## src/rtl/sw_pkg.sv

```systemverilog
// Shared Smith-Waterman datapath definitions: symbol width, EOS token and
// small elaboration/pointer helpers used by the query-symbol FIFO.
package sw_pkg;

  localparam int SYM_W = 3;
  localparam logic [SYM_W-1:0] EOS_TOKEN = '0;

  // Ceiling log2; returns 0 for values <= 1.
  function automatic int clog2(input int value);
    int res;
    int rem;
    res = 0;
    rem = value - 1;
    while (rem > 0) begin
      res = res + 1;
      rem = rem >> 1;
    end
    return res;
  endfunction

  // Modulo-depth pointer advance; inc never exceeds 2 and depth is at least 2,
  // so a single conditional subtraction always lands back in range.
  function automatic int ptr_add(input int ptr, input int inc, input int depth);
    int sum;
    sum = ptr + inc;
    if (sum >= depth) begin
      sum = sum - depth;
    end
    return sum;
  endfunction

endpackage

```

## src/rtl/eos_detect.sv

```systemverilog
// Tracks whether the current loader sequence carried any valid symbol and
// raises a push request for valid symbols or for the single EOS event.
module eos_detect (
  input  logic clk,
  input  logic rst_n,
  input  logic flush_i,
  input  logic valid_i,
  input  logic pouring_i,
  input  logic pouring_last_i,
  output logic push_req_o
);

  logic got_data;

  always_ff @(posedge clk or negedge rst_n) begin
    if (!rst_n) begin
      got_data <= 1'b0;
    end else if (flush_i) begin
      got_data <= 1'b0;
    end else begin
      got_data <= got_data ? pouring_i : valid_i;
    end
  end

  // A falling pouring edge on a sequence that carried no valid symbol emits one EOS token.
  assign push_req_o = valid_i | (pouring_last_i & ~pouring_i & ~got_data);

endmodule

```

## src/rtl/query_sym_fifo.sv

```systemverilog
// Query-symbol FIFO between the query loader and the PE-array feeder: captures
// symbols plus EOS tokens and presents up to two registered head entries.
module query_sym_fifo
  import sw_pkg::*;
#(
  parameter  int DATA_W    = SYM_W,
  parameter  int DEPTH     = 16,
  parameter  int AF_THRESH = DEPTH - 2,
  localparam int LVL_W     = clog2(DEPTH + 1)
) (
  input  logic              clk,
  input  logic              rst_n,
  input  logic              flush_i,
  input  logic [DATA_W-1:0] data_i,
  input  logic              pouring_i,
  input  logic              pouring_last_i,
  input  logic [1:0]        pop_i,
  output logic [DATA_W-1:0] q0_o,
  output logic [DATA_W-1:0] q1_o,
  output logic [DATA_W-1:0] next_q0_ow,
  output logic [LVL_W-1:0]  level_o,
  output logic              full_o,
  output logic              almost_full_o,
  output logic              ready_one_o,
  output logic              ready_two_o,
  output logic              err_o
);

  localparam int PTR_W = clog2(DEPTH);

  logic [DATA_W-1:0] mem [DEPTH];
  logic [PTR_W-1:0]  rd_ptr;
  logic [PTR_W-1:0]  wr_ptr;
  logic [LVL_W-1:0]  level;

  logic              push_req;
  logic              accept;
  logic              err_set;
  logic [1:0]        pe;
  logic [DATA_W-1:0] wr_val;
  logic [PTR_W-1:0]  rd_nxt;
  logic [PTR_W-1:0]  rd1_nxt;
  logic [PTR_W-1:0]  wr_nxt;
  logic [LVL_W-1:0]  level_nxt;
  logic [DATA_W-1:0] head0;
  logic [DATA_W-1:0] head1;
  logic [DATA_W-1:0] q0_nxt;
  logic [DATA_W-1:0] q1_nxt;

  eos_detect u_eos_detect (
    .clk            (clk),
    .rst_n          (rst_n),
    .flush_i        (flush_i),
    .valid_i        (data_i[DATA_W-1]),
    .pouring_i      (pouring_i),
    .pouring_last_i (pouring_last_i),
    .push_req_o     (push_req)
  );

  assign wr_val = data_i[DATA_W-1] ? data_i : DATA_W'(EOS_TOKEN);

  always_comb begin
    pe      = 2'd0;
    err_set = 1'b0;
    if (pop_i == 2'd3) begin
      err_set = 1'b1;
    end else if (LVL_W'(pop_i) > level) begin
      err_set = 1'b1;
      pe      = 2'(level);
    end else begin
      pe = pop_i;
    end

    // A full FIFO still takes a push when the same cycle frees an entry.
    accept = push_req && ((level < LVL_W'(DEPTH)) || (pe != 2'd0));
    if (push_req && !accept) begin
      err_set = 1'b1;
    end

    level_nxt = level + LVL_W'(accept) - LVL_W'(pe);
    rd_nxt    = PTR_W'(ptr_add(int'(rd_ptr), int'(pe), DEPTH));
    wr_nxt    = accept ? PTR_W'(ptr_add(int'(wr_ptr), 1, DEPTH)) : wr_ptr;

    if (flush_i) begin
      accept    = 1'b0;
      err_set   = 1'b0;
      level_nxt = '0;
      rd_nxt    = '0;
      wr_nxt    = '0;
    end
  end

  // Head lookup after this edge, forwarding the entry being written this cycle.
  always_comb begin
    rd1_nxt = PTR_W'(ptr_add(int'(rd_nxt), 1, DEPTH));
    head0   = (accept && (wr_ptr == rd_nxt))  ? wr_val : mem[rd_nxt];
    head1   = (accept && (wr_ptr == rd1_nxt)) ? wr_val : mem[rd1_nxt];
    q0_nxt  = (level_nxt >= LVL_W'(1)) ? head0 : '0;
    q1_nxt  = (level_nxt >= LVL_W'(2)) ? head1 : '0;
  end

  assign next_q0_ow = q0_nxt;
  assign level_o    = level;

  always_ff @(posedge clk or negedge rst_n) begin
    if (!rst_n) begin
      for (int i = 0; i < DEPTH; i++) begin
        mem[i] <= '0;
      end
    end else if (accept) begin
      mem[wr_ptr] <= wr_val;
    end
  end

  always_ff @(posedge clk or negedge rst_n) begin
    if (!rst_n) begin
      rd_ptr        <= '0;
      wr_ptr        <= '0;
      level         <= '0;
      q0_o          <= '0;
      q1_o          <= '0;
      full_o        <= 1'b0;
      almost_full_o <= 1'b0;
      ready_one_o   <= 1'b0;
      ready_two_o   <= 1'b0;
      err_o         <= 1'b0;
    end else begin
      rd_ptr        <= rd_nxt;
      wr_ptr        <= wr_nxt;
      level         <= level_nxt;
      q0_o          <= q0_nxt;
      q1_o          <= q1_nxt;
      full_o        <= (level_nxt == LVL_W'(DEPTH));
      almost_full_o <= (int'(level_nxt) >= AF_THRESH);
      ready_one_o   <= (level_nxt >= LVL_W'(1));
      ready_two_o   <= (level_nxt >= LVL_W'(2));
      err_o         <= err_o | err_set;
    end
  end

endmodule

```

## config.mk

```make
export PLATFORM = sky130hd
export DESIGN_NAME = query_sym_fifo
export DESIGN_NICKNAME = d
export VERILOG_FILES = /design/src/rtl/sw_pkg.sv /design/src/rtl/eos_detect.sv /design/src/rtl/query_sym_fifo.sv
export SDC_FILE = /design/constraint.sdc
export NUM_CORES = 1
export LEC_CHECK = 0
export ABC_AREA = 1
export CORE_ASPECT_RATIO = 1.5
export CORE_MARGIN = 1.5
export CORE_UTILIZATION = 30
export CTS_CLUSTER_SIZE = 40
export DETAILED_ROUTE_END_ITERATION = 6
export DONT_BUFFER_PORTS = 1
export GPL_ROUTABILITY_DRIVEN = 0
export PLACE_DENSITY = 0.46
export SYNTH_ARGS = -nofsm -noshare
export SYNTH_HDL_FRONTEND = slang
export SYNTH_HIERARCHICAL = 1
export SYNTH_SLANG_ARGS = --single-unit
```

## constraint.sdc

```tcl
create_clock -name clk -period 4.8 [get_ports clk]
set_input_delay 0.72 -clock clk [delete_from_list [all_inputs] [get_ports clk]]
set_output_delay 0.72 -clock clk [all_outputs]
set_load 0.02 [all_outputs]
```

==> reports/results.ini <==
[status]
status = complete, no violations

[sta]
drv_slew = 0
worst_slew_pin_slew_ps = 695.2
maxSlewHeadroom = 0.5337
finalHoldViolCount = 0
max_freq_mhz = 217.1
fin_crit_ps = 4606
tns_ps = 0
timing.hold.ws_ps = 73.92
fin_skew_ps = 10.18
setup_slack_ps = 193.6
fin_crit_sh = 0.9597
setup_viol = 0

[clock_network]
insertion_delay_ps = 340
cts.root.buffer_cell = clkbuf_16
clockBufferDepth = 2
cts_tree = done
path_clk_slew_ps = 60
htree_levels = 3
cts_sinks = 73
cts_buffers = 9

[die]
num_rows = 56
floorplan.initialDensity = 0.3082
die_area_mm2 = 0.01691
io_pins = 29
core_area_mm2 = 0.01570
die_w_um = 106.7
dieHeight_um = 158.5

[route]
first_iter_violations = 268
drc_errors = 0
ant_nets = 0
routed_via_density = 4.906
wl_per_cell_um = 16.82
drtPass1Iterations = 5
vias = 4293
drt_wl_total_um = 14720

[cells_and_area]
n_antenna_cell = 0
instances_no_fill = 875
drive_above_1_share = 0.1324
stdcell_area_mm2 = 0.005451
nets = 696
final_common_cell = nand2_1
layout_common_cells = nand2_1, inv_1, dfrtp_1
area_growth_pct = 12.70
utilization = 0.3473

[power]
total_power_mw = 3.586
power_density_mw_per_mm2 = 657.8
ir_worst_vdd_mv = 0.3466
p_leak_nw = 2.610

[synthesis]
avgSynthCellArea_um2 = 7.340
synth-xor-area-share = 0.003621
synth_nets = 688
synth_cells = 659
synth_cell_type_count = 33
synthSimpleGateAreaFrac = 0.3637
synth_top_family_by_area = simple AND/OR/NAND/NOR gates
ys_seq_area_frac = 0.3777
synth-compound-area-share = 0.1040
synthAdderAreaFrac = 0.05225
synthMuxAreaShare = 0
synth_warnings = 6
ys_ff_latch = 73
synth_area_mm2 = 0.004837

[critical_path]
crit_arrival_ps = 3890
critPathMaxStageDelay_ps = 520
path_common_cell = inv_1
cp_slowest_cell = dfrtp_1
crit_fanout = 6
cpLargestDelayFamily = simple AND/OR/NAND/NOR gates
worstPathRequired_ps = 4080
end_kind = output port
path_class = register to output port
cp-start-kind = register
path_buf_inv = 6

[grt]
grt_start_max_net_pins = 74
grt_antenna_before_repair = 0
track_usage = 0.1822
grt_first_pass_wirelength_um = 23070
grt_pass1_vias = 4201
overflow = 0

[placement]
place_area_mm2 = 0.005049
place_ws_ps = 164.7
place_hpwl_um = 10920
io_buffers = 0
post-place-cells = 850

[flow_run]
maxCapViolations = 0

[worst_hold_path]
hold_class = input port to asynchronous set/reset pin

## what timing repair did
item | 4_1_cts | 5_1_grt
endpoints found under the setup margin | 3 | 3
gates cloned | 0 | 0
gates resized for setup | 4 | 16
hold buffers | 0 | 0
pin swaps | 0 | 9
buffers inserted | 0 | 9
## kinds of logic (layout without fill, tap and decap cells)
logic type	count (synthesis)	after routing
compound gates	78	78
flops	73	73
xor+xnor	2	2
buf+inv	110	123
simple gates	377	377
fa+ha+maj	19	19
## power breakdown
part	switching [mW]	total [mW]	internal, mW
clock	0.280	0.631	0.351
sequential	0.170	0.936	0.766
combinational	1.28	2.02	0.742
total	1.73	3.59	1.86
## worst paths after layout
kind | cells after the start | start | endpoint | slack, ps
setup reg to reg | 22 | level_o[4]$_DFF_PN0_ | q1_o[1]$_DFF_PN0_ | 680
hold / removal | 0 | rst_n | mem[5]$_DFFE_PN0P_ | 70
setup / recovery | 25 | level_o[4]$_DFF_PN0_ | next_q0_ow[1] | 190
max in group asynchronous | 0 | rst_n | level_o[3]$_DFF_PN0_ | 4560
min in group clk | 1 | flush_i | level_o[1]$_DFF_PN0_ | 440
hold reg to reg | 2 | mem[17]$_DFFE_PN0P_ | mem[17]$_DFFE_PN0P_ | 480
## Yosys cell counts
cell        n  area share
clkbuf_1    6      0.0047
nand2_2     6      0.0078
o21ai_1     4      0.0041
o211ai_1   43       0.067
nor2_8      5       0.021
nor2_2      2      0.0026
ha_1       17       0.044
buf_4       1      0.0016
nand4_1     8       0.010
a21oi_1     2      0.0021
buf_6       4      0.0093
buf_1       2      0.0016
nand3_1    38       0.039
buf_2       8      0.0083
nor2_4      2      0.0047
and2_1      1      0.0013
a21o_1      1      0.0016
fa_1        2      0.0083
xor2_1      2      0.0036
nor2_1     30       0.023
inv_1      82       0.064
clkinv_1    4      0.0031
buf_12      1      0.0041
dfrtp_1    73        0.38
nand2_4     1      0.0023
nand3_2     5       0.010
inv_4       2      0.0026
nand3_4     1      0.0036
nor3_2     16       0.033
nand2_1   258        0.20
o21ai_0    27       0.028
o31ai_1     1      0.0016
nor3_1      4      0.0041
## worst reg2reg max path: stages, from the launching register on
cell      delay [ps]
dfrtp_1          520
inv_1            110
ha_1             140
inv_1             40
nor2_2           160
nand3_2          130
nand2_2           80
nand3_2          110
inv_1            120
ha_1             170
inv_1             50
fa_1             580
nor2_8            60
buf_12           160
ha_1             450
inv_1            390
o211ai_1         150
nand3_1          170
nand3_1           90
nand2_1          120
clkinv_1          80
nor2_1           100
nor2_1            50
## layout make-up
type,count,area (um2)
fillers,1686,10240
inverters,88,335.3
clock buffers,10,229.0
multi-input cells,476,2592
repair buffers,19,167.7
well taps,203,254.0
flip-flops and latches,73,1831
clock inverters,6,42.54
## per-layer routing
layer,up-vias,GRT usage,part of all wire
li1,2127,-,-
met4,0,0.08508,0.033
met2,101,0.3449,0.54
met1,2038,0.1982,0.40
met5,-,0,0
met3,27,0.02497,0.028
## state kept, by name, summed over array words and instances (netlist names), 3 cells and up
register and cells:
mem 48, level_o 5, q0_o 3, rd_ptr 4
q1_o 3, wr_ptr 4
Power figures use the tool's default switching activity.
